<file path="src/rtl/fir_tap_accumulator.sv">
// Sums NUM_TAPS signed tap products per sample, then rounds, shifts and saturates the sum.
// Three register stages (sum, round, output buffer); the product stream is never stalled.
module fir_tap_accumulator #(
  parameter int PROD_WIDTH     = 34,
  parameter int NUM_TAPS       = 16,
  parameter int ACC_WIDTH      = 38,
  parameter int SHIFT          = 13,
  parameter int OUT_DATA_WIDTH = 21
) (
  input  logic                         clk,
  input  logic                         reset,
  input  logic [PROD_WIDTH-1:0]        prod_data,
  input  logic                         prod_vld,
  input  logic                         frame_clr,
  output logic [OUT_DATA_WIDTH-1:0]    out_data,
  output logic                         out_vld,
  input  logic                         out_rdy,
  output logic                         out_sat,
  output logic                         overrun,
  output logic [$clog2(NUM_TAPS)-1:0]  tap_cnt
);

  localparam int TW = $clog2(NUM_TAPS);
  localparam int RW = ACC_WIDTH + 1;
  localparam logic [TW-1:0] LAST_TAP = TW'(NUM_TAPS - 1);
  localparam logic signed [RW-1:0] RND_C = (RW'(1) << SHIFT) >> 1;
  localparam logic signed [RW-1:0] OMAX =
    {{(RW-OUT_DATA_WIDTH+1){1'b0}}, {(OUT_DATA_WIDTH-1){1'b1}}};
  localparam logic signed [RW-1:0] OMIN =
    {{(RW-OUT_DATA_WIDTH+1){1'b1}}, {(OUT_DATA_WIDTH-1){1'b0}}};

  logic signed [ACC_WIDTH-1:0]      acc_q, acc_d, prod_ext, acc_sum;
  logic [TW-1:0]                    tap_cnt_q, tap_cnt_d;
  logic signed [ACC_WIDTH-1:0]      sum_q, sum_d;
  logic                             sum_vld_q, sum_vld_d;
  logic signed [RW-1:0]             rnd_full, rnd_shr;
  logic [OUT_DATA_WIDTH-1:0]        rnd_data_q, rnd_data_d;
  logic                             rnd_sat_q, rnd_sat_d;
  logic                             rnd_vld_q, rnd_vld_d;
  logic [OUT_DATA_WIDTH-1:0]        out_data_q, out_data_d;
  logic                             out_sat_q, out_sat_d;
  logic                             out_vld_q, out_vld_d;
  logic                             overrun_q, overrun_d;
  logic                             load;

  assign prod_ext = {{(ACC_WIDTH-PROD_WIDTH){prod_data[PROD_WIDTH-1]}}, prod_data};
  assign acc_sum  = acc_q + prod_ext;

  // acc is always zero at tap 0, so adding covers the first-tap load too
  always_comb begin
    acc_d     = acc_q;
    tap_cnt_d = tap_cnt_q;
    sum_d     = sum_q;
    sum_vld_d = 1'b0;
    if (frame_clr) begin
      acc_d     = prod_vld ? prod_ext : '0;
      tap_cnt_d = prod_vld ? TW'(1) : '0;
    end else if (prod_vld) begin
      if (tap_cnt_q == LAST_TAP) begin
        sum_d     = acc_sum;
        sum_vld_d = 1'b1;
        acc_d     = '0;
        tap_cnt_d = '0;
      end else begin
        acc_d     = acc_sum;
        tap_cnt_d = tap_cnt_q + 1'b1;
      end
    end
  end

  // One guard bit keeps the half-up add from wrapping
  always_comb begin
    rnd_full   = {sum_q[ACC_WIDTH-1], sum_q} + RND_C;
    rnd_shr    = rnd_full >>> SHIFT;
    rnd_vld_d  = sum_vld_q;
    rnd_data_d = rnd_data_q;
    rnd_sat_d  = rnd_sat_q;
    if (sum_vld_q) begin
      if (rnd_shr > OMAX) begin
        rnd_data_d = OMAX[OUT_DATA_WIDTH-1:0];
        rnd_sat_d  = 1'b1;
      end else if (rnd_shr < OMIN) begin
        rnd_data_d = OMIN[OUT_DATA_WIDTH-1:0];
        rnd_sat_d  = 1'b1;
      end else begin
        rnd_data_d = rnd_shr[OUT_DATA_WIDTH-1:0];
        rnd_sat_d  = 1'b0;
      end
    end
  end

  always_comb begin
    load       = rnd_vld_q && (!out_vld_q || out_rdy);
    out_data_d = load ? rnd_data_q : out_data_q;
    out_sat_d  = load ? rnd_sat_q : out_sat_q;
    out_vld_d  = load || (out_vld_q && !out_rdy);
    overrun_d  = rnd_vld_q && out_vld_q && !out_rdy;
  end

  always_ff @(posedge clk or negedge reset) begin
    if (!reset) begin
      acc_q      <= '0;
      tap_cnt_q  <= '0;
      sum_q      <= '0;
      sum_vld_q  <= 1'b0;
      rnd_data_q <= '0;
      rnd_sat_q  <= 1'b0;
      rnd_vld_q  <= 1'b0;
      out_data_q <= '0;
      out_sat_q  <= 1'b0;
      out_vld_q  <= 1'b0;
      overrun_q  <= 1'b0;
    end else begin
      acc_q      <= acc_d;
      tap_cnt_q  <= tap_cnt_d;
      sum_q      <= sum_d;
      sum_vld_q  <= sum_vld_d;
      rnd_data_q <= rnd_data_d;
      rnd_sat_q  <= rnd_sat_d;
      rnd_vld_q  <= rnd_vld_d;
      out_data_q <= out_data_d;
      out_sat_q  <= out_sat_d;
      out_vld_q  <= out_vld_d;
      overrun_q  <= overrun_d;
    end
  end

  assign out_data = out_data_q;
  assign out_sat  = out_sat_q;
  assign out_vld  = out_vld_q;
  assign overrun  = overrun_q;
  assign tap_cnt  = tap_cnt_q;

endmodule

</file>
<file path="config.mk">
export PLATFORM = sky130hd
export DESIGN_NAME = fir_tap_accumulator
export DESIGN_NICKNAME = d
export VERILOG_FILES = /design/src/rtl/fir_tap_accumulator.sv
export SDC_FILE = /design/constraint.sdc
export NUM_CORES = 1
export LEC_CHECK = 0
export ABC_AREA = 1
export CORE_UTILIZATION = 40
export DETAILED_ROUTE_END_ITERATION = 10
export PLACE_DENSITY = 0.56
export RECOVER_POWER = 100
export SYNTH_ARGS = -nofsm -noshare
export SYNTH_HDL_FRONTEND = slang
export SYNTH_SLANG_ARGS = --single-unit
</file>
<file path="constraint.sdc">
create_clock -name clk -period 2.4 [get_ports clk]
set_clock_uncertainty 0.05 [all_clocks]
set_input_delay 0.48 -clock clk [delete_from_list [all_inputs] [get_ports clk]]
set_output_delay 0.48 -clock clk [all_outputs]
set_load 0.005 [all_outputs]
</file>
==> flow_results.org, run 1 <==
** Run status
- The run finished with clean final reports.

** Routing
- Vias :: 7748
- After detailed routing, no signal wire sits above met4.
- For this block, the initial DRC count from the detailed router was 446.
- Before antenna repair, the detailed router went through 6 iterations.
- After detailed routing, the wire length on met1 is 11150 µm.
- Once detail routing completed, the nets flagged for antenna violations numbered 0.
- For this run, design rule violations remaining after detail routing come to 0.
- Summed over all nets, wire length on met3 after detailed routing comes to 1062 µm.
- Routed Wire Length :: 23340 µm
- Avg WL per Cell :: 15.10 µm
- Detailed routing placed a total of ~11000 µm of wire on met2.
- Via count normalized by instance count :: 5.012

** Clock tree
- The clock passes through at most 2 buffers.
- The clock tree synthesis step divided the H-tree into 4 levels.
- Counting the buffers created by CTS gives 17.
- For this design, the sink count on the clock tree is 116.
- CTS tree :: done
- The root buffer cell chosen for the clock tree is sky130_fd_sc_hd__clkbuf_16.
- After clock tree synthesis, the setup repair step added 0 buffers.
- After clock tree synthesis, the clock-pin slew on the worst setup and hold paths is 60 ps.
- Clock latency on the worst-skew pair, taken at its later pin, is 430 ps.

** Worst setup path
- Critical path class :: input pin to flip-flop
- Counting cells, the worst reg-to-reg path comes to 13.
- Crit path max-delay family :: simple AND/OR/NAND/NOR gates
- The worst setup path is captured at a flip-flop.
- Timing endpoint of the critical path :: sum_q[13]
- For this design, the slowest cell found on the critical path is sky130_fd_sc_hd__clkdlybuf4s50_1.
- Biggest cell delay along the critical path :: 430 ps
- The most critical setup path has its startpoint at prod_data[2].
- In this design, the critical path's most frequently occurring cell is sky130_fd_sc_hd__nand2_1.
- R2R Path End :: sum_q[13]
- Data on the critical path arrives at its endpoint at 2580 ps.
- Peak fanout along the critical path :: 4
- In this run the critical register-to-register path is launched from acc_q[2].
- The number of buffers and inverters on the critical path is 2.
- At the worst endpoint, the required time is around 2700 ps.
- Counting buffers and inverters, the worst setup path is 14 cells deep.
- Reg2Reg Setup Slack :: 210 ps
- Worst Setup Start Kind :: input pin
- Chain of cells forming the critical path :: clkdlybuf4s50_1, ha_1, buf_4, nand3_1, nand2_1, nand2_1, nand2_1, nand2_1, nand2_1, nand2_1, nand2_1, or2_2, nand3_1, nand2_1

** Min path
- Worst hold path class :: input pin to flip-flop
- In this run the most critical hold path is launched from prod_data[0].

** Die
- After floorplanning, the core was divided into 50 placement rows.
- The floorplan step defined a die boundary enclosing 20240 µm².
- Die height :: 142.3 µm
- The initial utilization of the core area, before any placement, comes to 0.4138.
- Overall die width :: 142.3 µm
- After floorplanning, the core was sized to cover 19020 µm².
- 67 I/O pins were placed.

** Logic synthesis
- Counting flops with a built-in enable in the synthesized netlist gives 0.
- Syn avg cell area :: 7.348 µm²
- Of all flip-flops after synthesis, the portion carrying an async set or reset was 1.000.
- Of the post-synthesis cell area, the dominant cell type holds 0.3688.
- Most instantiated cells after synthesis :: 329 x sky130_fd_sc_hd__nand2_1, 116 x sky130_fd_sc_hd__dfrtp_1, 109 x sky130_fd_sc_hd__nor2_1
- Distinct cell type count of the synthesized netlist :: 43
- Fraction of the yosys area taken by sequential cells :: 0.3688
- Mapped cell area :: 7870 µm²
- sky130_fd_sc_hd__dfrtp_1 takes more of the synthesized area than any other cell.
- Post-synthesis net count :: 1150
- Register bit count reported by yosys :: between 100 and 150
- Synth Warn # :: 0
- For this run, the leading register cell type out of synthesis is sky130_fd_sc_hd__dfrtp_1.
- Number of instances in the synthesized netlist :: 1071
- Most repeated cell in the gate-level netlist after synthesis :: sky130_fd_sc_hd__nand2_1
- Yosys attributes the largest share of cell area to sky130_fd_sc_hd__dfrtp_1 37%, sky130_fd_sc_hd__nand2_1 16%, sky130_fd_sc_hd__nand3_1 6.3%, sky130_fd_sc_hd__ha_1 6.2%, sky130_fd_sc_hd__nor2_1 5.2%.

** STA
- Final worst-path setup slack :: between 80 and 90 ps
- Setup violations remaining at the end of the flow were counted as 0.
- Setup repair after global routing left no endpoint under its margin.
- Crit share post-route :: 0.9649
- Static timing analysis puts the maximum clock frequency at 431.8 MHz.
- The worst path needs 2316 ps of the cycle, external delays included.
- On the final layout, the worst hold slack is 339.8 ps.
- In this run the tightest slew margin relative to its limit is 0.4068.
- Max-slew violations :: 0
- Worst Max-Slew Pin Slew :: 889.7 ps
- The final hold violation count was 0.

** Pwr
- Switching Fraction :: 0.3480
- Of the total power, registers draw 0.301.
- For this design the ratio of total power to cell area is 710.8 nW/µm².
- Combinational fraction of design power :: 0.357
- Net switching power of the design :: ~2.6 mW
- Of the total power, the clock network draws 0.343.
- Total leakage power :: 5.177 nW
- Int Power :: 4.909 mW
- VDD sags by at most ~0.54 mV.
- The design draws 7.530 mW.

** Place
- Routability congestion estimate :: 0.9548
- The count of buffers added on input and output ports is 66.
- At the placement stage, the worst setup path has a slack of -527.7 ps.
- Detailed placement ended at an HPWL of ~18000 µm.

** Cells and area
- The layout has between 1500 and 2000 filler cells.
- Layout cell share with drive strength beyond 1 :: 0.2068
- Layout net count :: ~1400
- Total inserted antenna cells :: 0
- Synthesis-to-finish area growth :: 34.60%

** Global route
- Via count of the first global-routing pass :: 7557
- The number of antenna violations at the first check in global routing came to 0.
- Gr ovfl total :: 0
- Largest net degree at the start of global routing :: 65
- The first global-routing pass estimated 37890 µm of wire.
- In the global route stage, overall resource usage came out at 0.2436.

** Run
- Max-cap violations :: 0
[what timing repair did]
item	4_1_cts	5_1_grt
hold endpoints to repair	13	0
setup endpoints to repair	10	49
hold buffers	1	0
resized for setup	5	43
pin swaps	2	4
[how the worst min path moves through the flow]
stage / endpoint / cells after the start / slack [ps]
2_1_floorplan: acc_q[0] / 0 / 130
3_3_place_gp: out_data[2] / 1 / 310
3_5_place_dp: out_data[2] / 1 / 310
4_1_cts: out_data[2] / 2 / 410
5_1_grt: acc_q[0] / 3 / 370
6_report: acc_q[0] / 3 / 340
[cells by family after synthesis]
group	synth area share
buffers and inverters	0.05914
adder cells (fa/ha/maj)	0.06455
AND/OR/NAND/NOR	0.3324
flip-flops	0.3688
multiplexers	0.03005
XOR/XNOR	0.03784
AO/OA/AOI/OAI	0.1072
[cell type report]
class                           instances  area (µm²)  share of cell area
Timing Repair Buffer                  206        1772              0.1673
Sequential cell                       116        2903              0.2740
Inverter                               92       346.6             0.03272
Multi-Input combinational cell        840        4661              0.4400
Clock inverter                         12       118.9             0.01122
Tap cell                              260       325.3             0.03071
Clock buffer                           20       466.7             0.04406
[stage by stage]
| step | TNS, ps | area [µm²] | std cells | utilization |
|---|---|---|---|---|
| floorplan | 0 | 7870 | 1071 | - |
| detailed placement | -20690 | 9883 | 1513 | 0.5197 |
| finish | 0 | 10590 | 1546 | 0.5570 |
| global placement | -18850 | 9883 | 1513 | 0.5197 |
| CTS | 0 | 10500 | 1546 | 0.5521 |
| global route | 0 | 10590 | 1546 | 0.5570 |
[worst reg2reg max path: cells and delay by family, from the launching register on]
family,cells,cell delay [ps]
adders and majority gates,1,310
and+or+nand+nor,11,1170
DFF,1,390
buffers and inverters,1,160
[power groups by stage]
| stage | Clock [mW] | Combinational, mW | Sequential (mW) |
|---|---|---|---|
| 2_1_floorplan | 0 | 1.35 | 2.25 |
| 3_3_place_gp | 0 | 2.52 | 2.28 |
| 3_5_place_dp | 0 | 2.54 | 2.28 |
| 4_1_cts | 2.62 | 2.57 | 2.25 |
| 5_1_grt | 2.71 | 2.97 | 2.29 |
| 6_report | 2.58 | 2.69 | 2.26 |
[metal layers]
layer	GRT usage	vias up
met4	0.07187	0
li1	-	3926
met3	0.04374	30
met2	0.3996	204
met1	0.3264	3588
met5	0	-
[sequential cells by signal, indices dropped and copies added (netlist names)]
| register | count |
|---|---|
| acc_q | 38 |
| sum_q | 26 |
| out_data | 21 |
| rnd_data_q | 21 |
| tap_cnt | 4 |
| out_sat | 1 |
| out_vld | 1 |
| overrun | 1 |
| rnd_sat_q | 1 |
| rnd_vld_d | 1 |
| rnd_vld_q | 1 |
[cell usage in the layout, fill, tap and decap left out, types with 3 or more instances in the layout]
master,instances
sky130_fd_sc_hd__nand2_1,323
sky130_fd_sc_hd__buf_4,119
sky130_fd_sc_hd__dfrtp_1,116
sky130_fd_sc_hd__nor2_1,103
sky130_fd_sc_hd__nand3_1,96
sky130_fd_sc_hd__inv_1,89
sky130_fd_sc_hd__a21oi_1,56
sky130_fd_sc_hd__clkdlybuf4s50_1,34
sky130_fd_sc_hd__dlygate4sd3_1,31
sky130_fd_sc_hd__o21ai_0,30
sky130_fd_sc_hd__ha_1,29
sky130_fd_sc_hd__mux2_2,21
sky130_fd_sc_hd__xor2_1,20
sky130_fd_sc_hd__nand2_2,18
sky130_fd_sc_hd__clkbuf_16,17
sky130_fd_sc_hd__a21oi_2,14
sky130_fd_sc_hd__nor2_2,14
sky130_fd_sc_hd__xnor2_1,14
sky130_fd_sc_hd__nor3_1,12
sky130_fd_sc_hd__o211ai_1,10
sky130_fd_sc_hd__nand4_1,10
sky130_fd_sc_hd__nand3b_1,10
sky130_fd_sc_hd__ha_4,9
sky130_fd_sc_hd__o21ai_1,7
sky130_fd_sc_hd__nand3_2,6
sky130_fd_sc_hd__clkbuf_1,6
sky130_fd_sc_hd__buf_12,6
sky130_fd_sc_hd__clkbuf_4,6
sky130_fd_sc_hd__o21bai_1,5
sky130_fd_sc_hd__nor2_4,5
sky130_fd_sc_hd__a22o_1,5
sky130_fd_sc_hd__clkinvlp_4,5
sky130_fd_sc_hd__or2_2,4
sky130_fd_sc_hd__inv_6,4
sky130_fd_sc_hd__clkbuf_8,3
Power figures use the tool's default switching activity.
==> inputs of run 2 (changes only) <==
--- a/config.mk
+++ b/config.mk
@@ -6,8 +6,11 @@
 export NUM_CORES = 1
 export LEC_CHECK = 0
 export ABC_AREA = 1
+export CORE_ASPECT_RATIO = 0.6
 export CORE_UTILIZATION = 40
+export CTS_BUF_LIST = sky130_fd_sc_hd__clkbuf_8 sky130_fd_sc_hd__clkbuf_16
 export DETAILED_ROUTE_END_ITERATION = 10
+export GPL_TIMING_DRIVEN = 0
 export PLACE_DENSITY = 0.56
 export RECOVER_POWER = 100
 export SYNTH_ARGS = -nofsm -noshare
==> run 2 against run 1 <==
  * Clock power grew 8.1%
  * Largest power group is now clock
  * First-iteration DRC count grew 50%
  * Cell count shrank 6.3%
  * Largest cell class unchanged
==> flow_results.org, run 2 (same netlist as run 1, synthesis figures left out) <==
** Global route
- The first-pass GRT wire length was 40990 µm (+8.2%).
- The number of antenna violations at the first check in global routing is 0 (unchanged).
- Largest net degree at the start of global routing :: 89 (+37%)
- Gr ovfl total :: 0 (unchanged)
- All-Layer GR Usage :: 0.2696 (+0.02593)
- Via count of the first global-routing pass :: 7104 (-6.0%)

** Cells and area
- Post-layout utilization of the core :: 0.5315 (-0.02551)
- Final cell area excluding filler cells :: 10170 µm² (-4.0%)
- Number of filler instances in the final layout :: 1925 (unchanged)
- The post-route non-filler standard cell count was 1448 (-6.3%).
- Commonest cells after routing, fill and taps aside :: 316 x sky130_fd_sc_hd__nand2_1, 116 x sky130_fd_sc_hd__dfrtp_1, 94 x sky130_fd_sc_hd__inv_1, 94 x sky130_fd_sc_hd__nor2_1, 92 x sky130_fd_sc_hd__nand3_1
- Layout net count :: 1248 (-7.7%)
- Largest registers in the final layout :: acc_q x38, sum_q x26
- The number of flip-flops under the largest register name is 38 (unchanged).
- The ratio of cells with drive above 1 in the final layout is 0.1844 (-0.02241).
- Sequential cell area :: 2903 µm² (unchanged)
- The area of combinational cells with multiple inputs came to 5050 µm² (+8.3%).
- Synthesis-to-finish area growth :: 29.17%
- Counting flops per register, the top entry is acc_q.
- The number of diodes was 0 (unchanged).
- Commonest non-fill, non-tap cell in the layout :: sky130_fd_sc_hd__nand2_1

** Worst setup path
- Worst Path Required :: 2630 ps (-40 ps)
- Peak fanout along the critical path :: 4 (unchanged)
- Worst Setup Start Kind :: input pin
- Biggest cell delay along the critical path :: 600 ps (+170 ps)
- On the critical path, the stage with the largest delay is an instance of sky130_fd_sc_hd__clkdlybuf4s50_1.
- Chain of cells forming the critical path :: clkdlybuf4s50_1, ha_4, a21oi_1, o21ai_1, a21oi_1, nand3_2, nand2_1, nand3_1, nand3_1, o21ai_0
- Broken down by cell family, the worst path's largest delay share belongs to compound AO/OA/AOI/OAI gates.
- The data arrival time at the worst-slack endpoint came to 2580 ps (about the same).
- Critical path class :: input pin to flip-flop
- STA classifies the critical path endpoint as a flip-flop.
- Buffers & Inverters on Critical Path :: 1 (-1)

** Clock tree
- Clock insertion delay at the later pin of the skew report :: 430 ps (about the same)
- Maximum buffer depth of the clock tree :: 2 (unchanged)
- The number of buffers created by CTS is 17 (unchanged).
- The total number of H-tree levels is 4 (unchanged).
- Clock tree synthesis selected as its root buffer the cell sky130_fd_sc_hd__clkbuf_16.
- The number of clock sinks came to 116 (unchanged).
- The clock-pin slew on the worst setup and hold paths came to 60 ps (about the same).
- TritonCTS built the clock tree.

** STA
- Max-slew violations :: 0 (unchanged)
- Worst Max-Slew Pin Slew :: 860.4 ps (-29.31 ps)
- RSZ-0062 raised after global routing :: yes
- The share of the clock period used by the worst path came to 0.9791 (+0.01418).
- Count of endpoints failing setup in the final report :: 0 (unchanged)
- The final hold violation count came to 0 (unchanged).
- The worst hold margin was 302.7 ps (-37.11 ps).
- Max-slew headroom at the worst pin :: 0.4264 (+0.01954)
- The maximum clock rate came to 425.6 MHz (-1.4%).
- Minimum clock period after layout :: 2350 ps (+34.03 ps)

** Place
- The placed instance count is 1404 (-7.2%).
- Routability congestion estimate :: 0.9137 (-4.3%)
- The post-DP HPWL was 20580 µm (+15%).
- Area of placed instances :: 8892 µm² (-10%)
- The count of input and output buffers is 66 (unchanged).

** Pwr
- The areal power density over the cells came to 736.6 nW/µm² (+3.6%).
- The leakage power came to 4.746 nW (-8.3%).
- The largest voltage drop on the vdd net was 0.5468 mV (+2.1%).
- The overall power of the completed layout is 7.488 mW (-0.55%).

** Min path
- In this run the worst hold path is classified as input pin to flip-flop.

** Die
- The die boundary height is 110.7 µm (-22%).
- Area of the die :: 20260 µm² (about the same)
- The starting density of the core came to 0.4114 (-0.002382).
- The number of top-level pins came to 67 (unchanged).
- Overall die width :: 183.1 µm (+29%)
- Placeable Area :: 19130 µm² (+0.58%)
- Number of rows in the core area :: 39 (-22%)

** Routing
- The length of the first detailed-routing pass in iterations is 5 (-1).
- The ratio of routed vias to standard cells came to 5.280 (+5.4%).
- Routed Wire Length :: 26150 µm (+12%)
- Post-detailed-route DRC marker count :: 0 (unchanged)
- The number of DRC markers after the initial detailed-route iteration is 671 (+50%).
- Antenna-violating nets left :: 0 (unchanged)
- The overall via count from detail_route came to 7646 (-1.3%).
- The per-cell routed wire length is 18.06 µm (+20%).

** Run
- The max-cap violation count came to 0 (unchanged).

** Run status
- The run finished with clean final reports.
-- run 2: changes by cell type in the layout (fill, tap and decap cells not counted), sizes merged --
cell,change
clkbuf,+5
buf,-111
bufinv,+4
dlygate4sd2,+1
clkdlybuf4s50,-3
clkinvlp,-3
clkinv,+1
dlymetal6s2s,+2
-- run 2: per-stage QoR --
step	setup slack, ps	TNS, ps
finish	50.14	0
CTS	-7.742	-9.091
global placement	-4016	-508100
global route	-40.94	-228.0
detailed placement	-1318	-43190
floorplan	120.3	0
-- run 2: path summary, 6_finish.rpt --
kind                                       end  depth (start not counted)     startpoint  slack [ps]
worst max-delay path                 sum_q[29]                         10  prod_data[20]          50
worst min-delay path                  acc_q[1]                          3   prod_data[1]         300
worst max register to register  rnd_data_q[12]                         11      sum_q[23]         140
worst min register to register    out_data[20]                          2   out_data[20]         440
max in group asynchronous            sum_q[20]                          3          reset         360
min in group asynchronous             acc_q[2]                          2          reset         630
-- run 2: routing by layer --
metal  part of all wire  track usage
met1               0.56       0.4528
met2               0.35       0.3176
met3              0.085      0.08311
met4             0.0082      0.05389
met5                  0            0
-- run 2: repair_timing --
action,in CTS,in global routing
setup buffers,4,7
hold buffers,1,0
gates resized for setup,35,101
endpoints found under the setup margin,47,68
pin swaps,3,9
hold endpoints to repair,28,0
-- run 2: power breakdown --
part | switching [mW] | total, mW | leakage (nW) | internal (mW)
Clock | 0.947 | 2.79 | 0.326 | 1.85
Sequential | 0.143 | 2.27 | 1.50 | 2.13
Combinational | 1.51 | 2.42 | 2.92 | 0.912
Total | 2.60 | 7.49 | 4.75 | 4.89
-- run 2: cell type report --
class | count | share of cell area
plain buffers | 23 | 0.01280
flip-flops and latches | 116 | 0.2855
well taps | 266 | 0.03274
clock inverters | 14 | 0.01920
repair buffers | 79 | 0.07532
multi-input cells | 840 | 0.4967
inverters | 92 | 0.03446
clock buffers | 18 | 0.04320
-- run 2: worst reg2reg max path: cells and delay by family, from the launching register on --
family | cells | cell delay [ps]
AOI/OAI and AO/OA | 2 | 380
DFF | 1 | 470
and+or+nand+nor | 8 | 1080
buffers and inverters | 1 | 210
